### src/rtl/timestamp_pkg.sv
// Shared word-format constants and decoder state type for the timestamp FIFO consumer.
package timestamp_pkg;

    localparam logic [3:0] TS_TYPE_LO  = 4'h1;
    localparam logic [3:0] TS_TYPE_MID = 4'h2;
    localparam logic [3:0] TS_TYPE_HI  = 4'h3;

    localparam int unsigned ID_MSB      = 31;
    localparam int unsigned ID_LSB      = 28;
    localparam int unsigned TYPE_MSB    = 27;
    localparam int unsigned TYPE_LSB    = 24;
    localparam int unsigned PAYLOAD_MSB = 23;
    localparam int unsigned PAYLOAD_LSB = 0;
    localparam int unsigned HI_BITS     = 16;

    typedef enum logic [1:0] {
        WAIT_HI,
        WAIT_MID,
        WAIT_LO,
        OUT
    } ts_state_e;

endpackage

### src/rtl/timestamp_decoder_sat_counter.sv
// Up-counter with synchronous reset that sticks at all-ones instead of wrapping.
module sat_counter #(
    parameter int unsigned WIDTH = 8
) (
    input  logic             clk_i,
    input  logic             rst_i,
    input  logic             inc_i,
    output logic [WIDTH-1:0] cnt_o
);

    logic [WIDTH-1:0] cnt_q;
    logic [WIDTH-1:0] cnt_d;

    always_comb begin
        cnt_d = cnt_q;
        if (inc_i && (cnt_q != '1)) begin
            cnt_d = cnt_q + WIDTH'(1);
        end
    end

    always_ff @(posedge clk_i) begin
        if (rst_i) begin
            cnt_q <= '0;
        end else begin
            cnt_q <= cnt_d;
        end
    end

    assign cnt_o = cnt_q;

endmodule

### src/rtl/timestamp_decoder.sv
// Pops tagged words from the timestamp FIFO, reassembles hi/mid/lo triples into
// 64-bit timestamps and streams them out with the delta to the previous one.
module timestamp_decoder
    import timestamp_pkg::*;
#(
    parameter logic [3:0]  IDENTIFIER    = 4'b0001,
    parameter int unsigned ERR_CNT_WIDTH = 8
) (
    input  logic                     BUS_CLK,
    input  logic                     BUS_RST,
    input  logic                     FIFO_EMPTY,
    output logic                     FIFO_READ,
    input  logic [31:0]              FIFO_DATA,
    output logic [63:0]              TS_DATA,
    output logic [63:0]              TS_DELTA,
    output logic                     TS_FIRST,
    output logic                     TS_VALID,
    input  logic                     TS_READY,
    output logic [31:0]              TS_CNT,
    output logic [ERR_CNT_WIDTH-1:0] SEQ_ERR_CNT,
    output logic [ERR_CNT_WIDTH-1:0] ID_ERR_CNT
);

    ts_state_e   state_q, state_d;
    logic        rd_pending_q;
    logic        fifo_read;
    logic [15:0] hi_q, hi_d;
    logic [23:0] mid_q, mid_d;
    logic [63:0] ts_data_q, ts_data_d;
    logic [63:0] ts_delta_q, ts_delta_d;
    logic [63:0] prev_ts_q, prev_ts_d;
    logic        ts_first_q, ts_first_d;
    logic        ts_valid_q, ts_valid_d;
    logic        prev_valid_q, prev_valid_d;
    logic [31:0] ts_cnt_q, ts_cnt_d;
    logic        seq_inc;
    logic        id_inc;

    logic [3:0]  word_id;
    logic [3:0]  word_type;
    logic [23:0] payload;
    logic [63:0] new_ts;

    assign word_id   = FIFO_DATA[ID_MSB:ID_LSB];
    assign word_type = FIFO_DATA[TYPE_MSB:TYPE_LSB];
    assign payload   = FIFO_DATA[PAYLOAD_MSB:PAYLOAD_LSB];
    assign new_ts    = {hi_q, mid_q, payload};

    // One word in flight at a time, and none while a timestamp waits for the sink.
    assign fifo_read = !FIFO_EMPTY && !rd_pending_q && (state_q != OUT) && !BUS_RST;

    always_comb begin
        state_d      = state_q;
        hi_d         = hi_q;
        mid_d        = mid_q;
        ts_data_d    = ts_data_q;
        ts_delta_d   = ts_delta_q;
        ts_first_d   = ts_first_q;
        ts_valid_d   = ts_valid_q;
        prev_ts_d    = prev_ts_q;
        prev_valid_d = prev_valid_q;
        ts_cnt_d     = ts_cnt_q;
        seq_inc      = 1'b0;
        id_inc       = 1'b0;

        if (rd_pending_q) begin
            if (word_id != IDENTIFIER) begin
                id_inc = 1'b1;
            end else begin
                case (state_q)
                    WAIT_HI: begin
                        if (word_type == TS_TYPE_HI) begin
                            hi_d    = payload[HI_BITS-1:0];
                            state_d = WAIT_MID;
                        end else begin
                            seq_inc = 1'b1;
                        end
                    end
                    WAIT_MID: begin
                        if (word_type == TS_TYPE_MID) begin
                            mid_d   = payload;
                            state_d = WAIT_LO;
                        end else if (word_type == TS_TYPE_HI) begin
                            seq_inc = 1'b1;
                            hi_d    = payload[HI_BITS-1:0];
                        end else begin
                            seq_inc = 1'b1;
                            state_d = WAIT_HI;
                        end
                    end
                    WAIT_LO: begin
                        if (word_type == TS_TYPE_LO) begin
                            ts_data_d  = new_ts;
                            ts_delta_d = prev_valid_q ? (new_ts - prev_ts_q) : '0;
                            ts_first_d = !prev_valid_q;
                            ts_valid_d = 1'b1;
                            state_d    = OUT;
                        end else if (word_type == TS_TYPE_HI) begin
                            seq_inc = 1'b1;
                            hi_d    = payload[HI_BITS-1:0];
                            state_d = WAIT_MID;
                        end else begin
                            seq_inc = 1'b1;
                            state_d = WAIT_HI;
                        end
                    end
                    default: ;
                endcase
            end
        end

        if ((state_q == OUT) && ts_valid_q && TS_READY) begin
            ts_valid_d   = 1'b0;
            prev_ts_d    = ts_data_q;
            prev_valid_d = 1'b1;
            ts_cnt_d     = ts_cnt_q + 32'd1;
            state_d      = WAIT_HI;
        end
    end

    always_ff @(posedge BUS_CLK) begin
        if (BUS_RST) begin
            state_q      <= WAIT_HI;
            rd_pending_q <= 1'b0;
            hi_q         <= '0;
            mid_q        <= '0;
            ts_data_q    <= '0;
            ts_delta_q   <= '0;
            ts_first_q   <= 1'b0;
            ts_valid_q   <= 1'b0;
            prev_ts_q    <= '0;
            prev_valid_q <= 1'b0;
            ts_cnt_q     <= '0;
        end else begin
            state_q      <= state_d;
            rd_pending_q <= fifo_read;
            hi_q         <= hi_d;
            mid_q        <= mid_d;
            ts_data_q    <= ts_data_d;
            ts_delta_q   <= ts_delta_d;
            ts_first_q   <= ts_first_d;
            ts_valid_q   <= ts_valid_d;
            prev_ts_q    <= prev_ts_d;
            prev_valid_q <= prev_valid_d;
            ts_cnt_q     <= ts_cnt_d;
        end
    end

    sat_counter #(.WIDTH(ERR_CNT_WIDTH)) u_seq_err_cnt (
        .clk_i (BUS_CLK),
        .rst_i (BUS_RST),
        .inc_i (seq_inc),
        .cnt_o (SEQ_ERR_CNT)
    );

    sat_counter #(.WIDTH(ERR_CNT_WIDTH)) u_id_err_cnt (
        .clk_i (BUS_CLK),
        .rst_i (BUS_RST),
        .inc_i (id_inc),
        .cnt_o (ID_ERR_CNT)
    );

    assign FIFO_READ = fifo_read;
    assign TS_DATA   = ts_data_q;
    assign TS_DELTA  = ts_delta_q;
    assign TS_FIRST  = ts_first_q;
    assign TS_VALID  = ts_valid_q;
    assign TS_CNT    = ts_cnt_q;

endmodule

### config.mk
export PLATFORM = sky130hd
export DESIGN_NAME = timestamp_decoder
export DESIGN_NICKNAME = d
export VERILOG_FILES = /design/src/rtl/timestamp_pkg.sv /design/src/rtl/timestamp_decoder_sat_counter.sv /design/src/rtl/timestamp_decoder.sv
export SDC_FILE = /design/constraint.sdc
export NUM_CORES = 1
export LEC_CHECK = 0
export CAP_MARGIN = 20
export CORE_MARGIN = 10
export CORE_UTILIZATION = 59
export DETAILED_ROUTE_END_ITERATION = 10
export HOLD_SLACK_MARGIN = 0.03
export PLACE_DENSITY_LB_ADDON = 0.3
export SYNTH_ARGS = -nofsm -noshare
export SYNTH_HDL_FRONTEND = slang
export SYNTH_SLANG_ARGS = --single-unit
### constraint.sdc
create_clock -name BUS_CLK -period 7.3 [get_ports BUS_CLK]
set_clock_uncertainty 0.1 [all_clocks]
set_input_delay 1.095 -clock BUS_CLK [delete_from_list [all_inputs] [get_ports BUS_CLK]]
set_output_delay 1.095 -clock BUS_CLK [all_outputs]
set_load 0.005 [all_outputs]
==> impl_metrics.csv <==
group,metric,value,unit
global_routing,grt_usage,0.272,
setup_path,crit_chain,"clkdlybuf4s50_1, inv_1, ha_1, fa_1, nor2b_1, o31ai_1, a21oi_1, a211oi_1, o211ai_1, nand4_1, a21o_1, a21boi_0, o21ai_0, a32o_1",
placed_design,dp_cells,2255,
min_path,min_path_type,"register to register",
floorplanning,die_height,174,um
floorplanning,start_util,0.597,
placed_design,place_congestion,0.926,
setup_path,cp-start-kind,"input port",
clock_tree,cts_tree,"built",
clock_tree,cts_made_buffers,29,
floorplanning,top_level_ports,215,
logic_synthesis,syn-instance-count,1808,
cells_and_area,area_delta_synth_final,23.3,%
timing,setup_violations,0,
drt,top_layer,"met4",
drt,drc,0,
drt,num_vias,13404,
timing,hold_viol,0,
timing,finalSetupTns,0,ps
timing,relSlewSlack,0.241,
clock_tree,cts_root_buf,"clkbuf_16",
global_routing,grt_overflow,0,
drt,vias_per_cell,5.81,
global_routing,antenna_found_initial,0,
timing,fmax,0.212,GHz
clock_tree,cts.sinks,286,
cells_and_area,layoutNonFillerInstCount,2306,
logic_synthesis,syn-num-nets,1916,
global_routing,grt_max_degree,99,
placed_design,postPlaceCellArea,16200,um^2
logic_synthesis,ys.flop_type,"dfxtp_1",
drt,ant_nets,0,
timing,tightest_slew,1140,ps
logic_synthesis,seq_area_frac_synth,0.411,
drt,met3WireLength,4350,um
run,cap_violations,0,
logic_synthesis,ys_seq_elements,286,
logic_synthesis,synthTopCellsByCount,"437 x nand2_1, 286 x dfxtp_1, 249 x a21oi_1",
setup_path,required,7650,ps
drt,detail_route.first_pass.iterations,5,
timing,period_needed,4720,ps
clock_tree,cts_max_level,1,
setup_path,cpMaxStageDelayCell,"clkdlybuf4s50_1",
timing,rsz0062_at_grt,"false",
logic_synthesis,async_flop_share,0,
drt,wl_met1,18100,um
setup_path,cp.arrival,5070,ps
floorplanning,dieWidth,174,um
setup_path,end_kind,"register",
placed_design,port_buffers,214,
cells_and_area,drive_gt1_frac,0.0367,
floorplanning,dieArea,30200,um^2
timing,drv_slew,0,
logic_synthesis,yosysTopAreaCellShare,0.411,
setup_path,critPathTopFamily,"compound AO/OA/AOI/OAI gates",
outcome,status,"finished, final reports clean",
setup_path,critPathMaxStageDelay,550,ps
clock_tree,cts_buffer_depth,3,
clock_tree,post-cts-setup-buffer-count,0,
cells_and_area,n_antenna_cell,0,
global_routing,grt_pass1_wl,68600,um
logic_synthesis,syn_area_per_cell,7.71,um^2
power_and_ir_drop,cellLeakagePower,0.00641,uW
cells_and_area,num-nets-final,2075,
power_and_ir_drop,power_density,190,nW/um^2
clock_tree,insertion_delay,560,ps
cells_and_area,postLayoutCellArea,17200,um^2
timing,finalCritPeriodShare,0.647,
setup_path,crit_buf_inv,2,
logic_synthesis,yosys.area.top_type,"dfxtp_1",
logic_synthesis,yosysMostFrequentCell,"nand2_1",
logic_synthesis,synth_area_leaders,"dfxtp_1 41%, nand2_1 12%, a21oi_1 8.9%",
power_and_ir_drop,peakVddDrop,0.163,mV
global_routing,grt_pass1_vias,12941,
drt,drtIter0Drc,1208,
clock_tree,ctsResizeCount,0,
clock_tree,hold_buffers,0,
logic_synthesis,synth_edf_count,0,
cells_and_area,nFillCells,1830,
floorplanning,rows,56,
setup_path,critPathKind,"input port to register",
logic_synthesis,synth_area,13900,um^2
drt,routedWlPerCell,18.7,um
logic_synthesis,synth.distinct_cells,67,
logic_synthesis,ys.warnings.count,0,
floorplanning,core-area,23300,um^2
drt,route.met2.wl,19400,um
clock_tree,clk_pin_slew_worst_paths,60,ps
setup_path,cp_max_fo,4,
placed_design,dp_hpwl,30900,um
drt,wirelength,43100,um
[per-stage QoR]
step           worst slack [ps]  hold WS, ps   util  total power (uW)
2_1_floorplan              3490          335      -              1710
3_3_place_gp               2270          332  0.695              1770
3_5_place_dp               2160          335  0.695              1770
4_1_cts                    2700          343  0.736              3270
5_1_grt                    2290          371  0.736              3350
6_report                   2580          339  0.736              3260
[cell type report]
| class | instances | area (um^2) | area share |
|---|---|---|---|
| Clock inverter | 10 | 125 | 0.00729 |
| Sequential cell | 286 | 5730 | 0.333 |
| Timing Repair Buffer | 226 | 2230 | 0.130 |
| Inverter | 86 | 323 | 0.0188 |
| Clock buffer | 41 | 841 | 0.0490 |
| Multi-Input combinational cell | 1338 | 7530 | 0.438 |
| Tap cell | 319 | 399 | 0.0232 |
[final timing paths]
check,endpoint,slack (ps),from,depth (start not counted)
worst max-delay path,TS_DELTA[52],2580,FIFO_DATA[0],14
worst min-delay path,TS_DELTA[59],340,TS_DELTA[59],2
worst min register to register,TS_DELTA[59],340,TS_DELTA[59],2
worst max register to register,TS_DELTA[52],3440,prev_ts_q[0],12
[placed cells by master (no fill, tap or decap), types with 8 or more instances in the layout]
cell	instances
nand2_1	437
dfxtp_1	286
a21oi_1	249
clkdlybuf4s50_1	213
nor2_1	120
inv_1	86
ha_1	71
o21ai_0	68
xor2_1	46
xnor2_1	44
a21o_1	35
nand4_1	32
nand3_1	31
clkbuf_16	29
a22oi_1	22
nor2b_1	15
o21bai_1	15
nor3_1	15
and3_1	13
buf_4	12
o21a_1	8
a31oi_1	8
or3_1	8
[where the power goes]
part           leakage (uW)  internal, uW  switching [uW]
registers           0.00230          1560            1.40
clock network      0.000483           899             622
logic               0.00362          67.7             107
total               0.00641          2530             730
[sequential cells by signal, summed over array words and instances (netlist names)]
signal               flops
u_id_err_cnt.cnt_o       8
state_q                  2
TS_DELTA                64
mid_q                   24
TS_CNT                  32
TS_FIRST                 1
prev_ts_q               64
TS_VALID                 1
rd_pending_q             1
prev_valid_q             1
hi_q                    16
u_seq_err_cnt.cnt_o      8
TS_DATA                 64
[routing by layer]
layer / GRT usage / vias to the layer above
met2: 0.438 / 531
li1: - / 6455
met1: 0.347 / 6337
met3: 0.0758 / 81
met5: 0 / -
met4: 0.0802 / 0
[cell families (layout without fill, tap and decap cells)]
kind of cell             count (synthesis)  in the layout  synth area share
AND/OR/NAND/NOR                        710            710             0.217
AO/OA/AOI/OAI                          462            462             0.197
flip-flops                             286            286             0.411
buffers and inverters                  184            363            0.0503
XOR/XNOR                                90             90            0.0566
adder cells (fa/ha/maj)                 72             72            0.0652
multiplexers                             4              4           0.00287
[worst min-delay path, stage by stage (launching register included)]
cell     delay, ps
dfxtp_1        310
nand2_1         50
nand2_1         40
Power figures use the tool's default switching activity.
